==> src/rtl/subtrator_serial.sv <==
// subtrator_serial
//   Bit-serial subtractor, D = A - B - Bin (modulo 2^WIDTH), one bit per clock,
//   LSB first, using a single borrow flip-flop. Operands are captured on a
//   start handshake. A one-cycle done pulse marks a new result.
//
//   state | meaning
//   ------+-------------------------------------------------------------
//   IDLE  | waiting for start, ready=1
//   SHIFT | one result bit per clock, busy=1, start ignored
//   DONE  | one-cycle done pulse, ready=1, start here chains a new op
//
// Ports
//   clk, rst_n     clock, asynchronous active-low reset
//   start          request, accepted on a rising edge while ready=1
//   A, B, Bin      minuend, subtrahend, borrow-in (captured on accept)
//   ready, busy    handshake status
//   done           one-cycle pulse, result outputs are new
//   D              registered difference, held until the next completion
//   Bout           borrow-out (A < B + Bin, unsigned)
//   Ovf            signed two's-complement overflow
//   Zero           D == 0
module subtrator_serial #(
  parameter int WIDTH = 4
) (
  input  logic             clk,
  input  logic             rst_n,
  input  logic             start,
  input  logic [WIDTH-1:0] A,
  input  logic [WIDTH-1:0] B,
  input  logic             Bin,
  output logic             ready,
  output logic             busy,
  output logic             done,
  output logic [WIDTH-1:0] D,
  output logic             Bout,
  output logic             Ovf,
  output logic             Zero
);

  localparam int CW = (WIDTH > 2) ? $clog2(WIDTH) : 1;
  localparam logic [CW-1:0] LAST = CW'(WIDTH - 1);

  localparam logic [1:0] IDLE  = 2'd0;
  localparam logic [1:0] SHIFT = 2'd1;
  localparam logic [1:0] DONE  = 2'd2;

  logic [1:0]       state;
  logic [WIDTH-1:0] a_sr;
  logic [WIDTH-1:0] b_sr;
  logic [WIDTH-1:0] res_sr;
  logic             brw;
  logic [CW-1:0]    cnt;
  logic             a_sign;
  logic             b_sign;

  logic             a0;
  logic             b0;
  logic             diff;
  logic             brw_nxt;
  logic [WIDTH-1:0] res_nxt;

  assign a0      = a_sr[0];
  assign b0      = b_sr[0];
  assign diff    = a0 ^ b0 ^ brw;
  assign brw_nxt = (~a0 & b0) | (~(a0 ^ b0) & brw);
  // Diff bits enter at the MSB so after WIDTH shifts bit 0 sits at the LSB.
  assign res_nxt = {diff, res_sr[WIDTH-1:1]};

  assign ready = (state == IDLE) || (state == DONE);
  assign busy  = (state == SHIFT);
  assign done  = (state == DONE);

  always_ff @(posedge clk or negedge rst_n) begin
    if (!rst_n) begin
      state  <= IDLE;
      a_sr   <= '0;
      b_sr   <= '0;
      res_sr <= '0;
      brw    <= 1'b0;
      cnt    <= '0;
      a_sign <= 1'b0;
      b_sign <= 1'b0;
      D      <= '0;
      Bout   <= 1'b0;
      Ovf    <= 1'b0;
      Zero   <= 1'b1;
    end else begin
      case (state)
        IDLE, DONE: begin
          if (start) begin
            a_sr   <= A;
            b_sr   <= B;
            brw    <= Bin;
            a_sign <= A[WIDTH-1];
            b_sign <= B[WIDTH-1];
            cnt    <= '0;
            state  <= SHIFT;
          end else begin
            state  <= IDLE;
          end
        end
        SHIFT: begin
          a_sr   <= a_sr >> 1;
          b_sr   <= b_sr >> 1;
          res_sr <= res_nxt;
          brw    <= brw_nxt;
          cnt    <= cnt + CW'(1);
          if (cnt == LAST) begin
            D     <= res_nxt;
            Bout  <= brw_nxt;
            Ovf   <= (a_sign != b_sign) && (res_nxt[WIDTH-1] != a_sign);
            Zero  <= ~|res_nxt;
            state <= DONE;
          end
        end
        default: state <= IDLE;
      endcase
    end
  end

endmodule

==> config.mk <==
export PLATFORM = sky130hd
export DESIGN_NAME = subtrator_serial
export DESIGN_NICKNAME = d
export VERILOG_FILES = /design/src/rtl/subtrator_serial.sv
export SDC_FILE = /design/constraint.sdc
export NUM_CORES = 1
export LEC_CHECK = 0
export ABC_AREA = 1
export ABC_CLOCK_PERIOD_IN_PS = 3500
export BUFFER_PORTS_ARGS = -buffer_cell sky130_fd_sc_hd__clkbuf_2
export CAP_MARGIN = 20
export CORE_MARGIN = 3
export CORE_UTILIZATION = 40
export CTS_BUF_LIST = sky130_fd_sc_hd__clkbuf_2 sky130_fd_sc_hd__clkbuf_4 sky130_fd_sc_hd__clkbuf_8
export DETAILED_ROUTE_END_ITERATION = 10
export SLEW_MARGIN = 20
export SYNTH_ARGS = -nofsm -noshare
export SYNTH_HDL_FRONTEND = slang
export SYNTH_SLANG_ARGS = --single-unit
==> constraint.sdc <==
create_clock -name clk -period 3.5 [get_ports clk]
set_input_delay 0.7 -clock clk [delete_from_list [all_inputs] [get_ports clk]]
set_output_delay 0.7 -clock clk [all_outputs]
set_load 0.01 [all_outputs]
==> impl_metrics.py <==
metrics = {
    "worst_setup_path": {
        "critPathRequiredTime_ps": 2800,
        "worstSetupPathType": "flip-flop to output port",
        "cpMaxStageDelayCell": "dfrtp_1",
        "critPathCaptureType": "output port",
        "cp-start-kind": "flip-flop",
        "crit_fanout": 10,
        "ff2ff_setup_slack_ps": 2070,
        "max_stage_delay_ps": 620,
        "rr_endpoint": "Ovf$_DFFE_PN0P_",
        "cp.arrival_ps": 1330,
        "worst-r2r-cell-count": 6,
        "r2r_start": "a_sr[0]$_DFFE_PN0P_",
        "worstPathCellList": "inv_4 -> nor2_4 -> clkbuf_2",
    },
    "placed_design": {
        "dpl.hpwl_um": 1600,
        "place_congestion": 0.809,
        "place_ws_ps": 1820,
        "placed_cells_incl_taps": 185,
        "portBuffers": 21,
        "dpl_cell_area_mm2": 0.00128,
    },
    "synth": {
        "ys_seq_area_share_pct": 53.5,
        "synthTopCellsByArea": "dfrtp_1, nand2_1, inv_1",
        "synthesis.nets": 151,
        "synth.top_cell.area_share_pct": 51.3,
        "synthAdderAreaFrac_pct": 2.78,
        "synth_area_mm2": 0.00117,
        "synthXorXnorAreaFrac_pct": 0,
        "synth_flop_cell": "dfrtp_1",
        "synth_compound_area_share_pct": 5.56,
        "synth_common_cells": "nand2_1, dfrtp_1, inv_1",
        "yosysWarnings": 0,
        "synth-simple-area-share_pct": 26.8,
        "synthArstFlopShare_pct": 100,
        "syn_inst": 137,
        "synthMostInstantiatedCell": "nand2_1",
        "synth-seq-cells": 25,
        "syn_area_per_cell_um2": 8.55,
        "synth.distinct_cells": 17,
        "synth_edf_count": 0,
        "synthMuxAreaShare_pct": 0,
        "synth_top_area_cell": "dfrtp_1",
        "synth_top_family_by_area": "simple AND/OR/NAND/NOR gates",
    },
    "layout": {
        "final_util_pct": 49.7,
        "area_growth_pct": 11.9,
        "num-fill-cells": 261,
        "fin_nets": 174,
        "drive_above_1_share_pct": 21.4,
        "n_antenna_cell": 0,
        "finalNonFillerCells": 189,
        "design_area_mm2": 0.00131,
    },
    "sta": {
        "max-slew-margin-rel_pct": 59.3,
        "clock_skew_ps": 1.44,
        "setup_viol": 0,
        "setup_slack_ps": 1470,
        "layout_worst_path_cycle_share_pct": 58.1,
        "final.setup.tns_ps": 0,
        "fmax_mhz": 492,
        "hold_viol_final": 0,
        "report.final.slew_viol_count": 0,
        "holdWs_ps": 372,
        "final.min_clock_period_ps": 2030,
        "rsz0062_at_grt": "no",
        "worst_pin_slew_ps": 610,
    },
    "clocking": {
        "cts_buffers": 3,
        "h-tree-depth": 1,
        "clock_sinks": 25,
        "holdBufCountCts": 0,
        "clock_path_buffers": 2,
        "clockRootBuffer": "clkbuf_4",
        "path_clk_slew_ps": 120,
        "post_cts_buffers": 0,
        "worstSkewPairLatency_ps": 310,
        "cts_tree": "yes",
        "ctsResizeCount": 0,
    },
    "pwr": {
        "ir_worst_vdd_mv": 0.657,
        "leakagePower_nw": 0.753,
        "finalPower_mw": 1.23,
        "p_per_area_mw_per_mm2": 936,
    },
    "die": {
        "die_w_um": 60.1,
        "num_io_pins": 22,
        "die-area_mm2": 0.00361,
        "initial_core_util_pct": 44.4,
        "core_mm2": 0.00264,
        "row_count": 18,
        "die_height_um": 60.1,
    },
    "route": {
        "num_vias": 872,
        "via_per_inst": 4.61,
        "ant_nets": 0,
        "drt_iter0_markers": 30,
        "wl_um": 2080,
        "first_pass_iters": 4,
        "drc": 0,
        "wire_per_inst_um": 11.0,
    },
    "grt": {
        "grt_max_degree": 26,
        "grt_pass1_vias": 828,
        "gr-total-overflow": 0,
        "antenna_found_initial": 0,
        "grt_pass1_wl_um": 3640,
        "track_usage_pct": 13.8,
    },
    "run_status": {
        "status": "completed",
    },
    "min_path": {
        "hold_class": "primary input to asynchronous set/reset pin",
    },
    "job": {
        "drv_cap": 0,
    },
}
## layer usage
| metal | GRT usage, % | wire [µm] | vias up |
|---|---|---|---|
| li1 | - | - | 459 |
| met1 | 18.9 | 1060 | 391 |
| met2 | 20.7 | 895 | 17 |
| met3 | 4.10 | 103 | 5 |
| met4 | 4.75 | 23 | 0 |
| met5 | 0 | 0 | - |
## cell usage in the layout, fill, tap and decap left out
master,n
nand2_1,45
dfrtp_1,24
inv_1,22
clkbuf_2,21
nand3_1,15
o21ai_0,9
nor2_1,4
clkbuf_4,4
nand2_4,3
o21ai_1,3
inv_4,2
dfstp_2,1
nor2_4,1
inv_2,1
nand3_2,1
a21oi_1,1
fa_1,1
ha_1,1
## state kept, by name (all words and copies together), names as in the netlist
name    flops
D           4
a_sr        4
b_sr        4
res_sr      3
cnt         2
state       2
Bout        1
Ovf         1
Zero        1
a_sign      1
b_sign      1
brw         1
## power breakdown
part | switching [mW] | internal (mW) | leakage (nW)
logic | 0.357 | 0.214 | 0.426
registers | 0.0947 | 0.429 | 0.309
clock network | 0.0799 | 0.0523 | 0.0184
## worst max path at each step
stage               depth (start not counted)            startpoint    to
global placement                            3  state[0]$_DFFE_PN0P_  busy
global route                                3  state[0]$_DFFE_PN0P_  busy
floorplan                                   2  state[0]$_DFFE_PN0P_  done
finish                                      3  state[0]$_DFFE_PN0P_  busy
CTS                                         3  state[0]$_DFFE_PN0P_  busy
detailed placement                          3  state[0]$_DFFE_PN0P_  busy
## final cells by class
type / count / area (µm²) / area share, %
timing repair buffer: 21 / 105 / 8.02
inverter: 25 / 98.8 / 7.55
tap: 30 / 37.5 / 2.87
clock buffer: 4 / 30.0 / 2.29
sequential: 25 / 627 / 47.9
multi-input combinational: 84 / 412 / 31.4
## worst max-delay path, delay by kind of cell (launching register included)
| kind | cells | cell delay [ps] |
|---|---|---|
| AND/OR/NAND/NOR | 1 | 150 |
| buffers and inverters | 2 | 250 |
| flip-flops | 1 | 620 |
## logic make-up after synthesis
kind of cell,after synthesis
simple gates,69
buf+inv,28
flops,25
compound gates,13
fa+ha+maj,2
(Power assumes the default switching activity.)
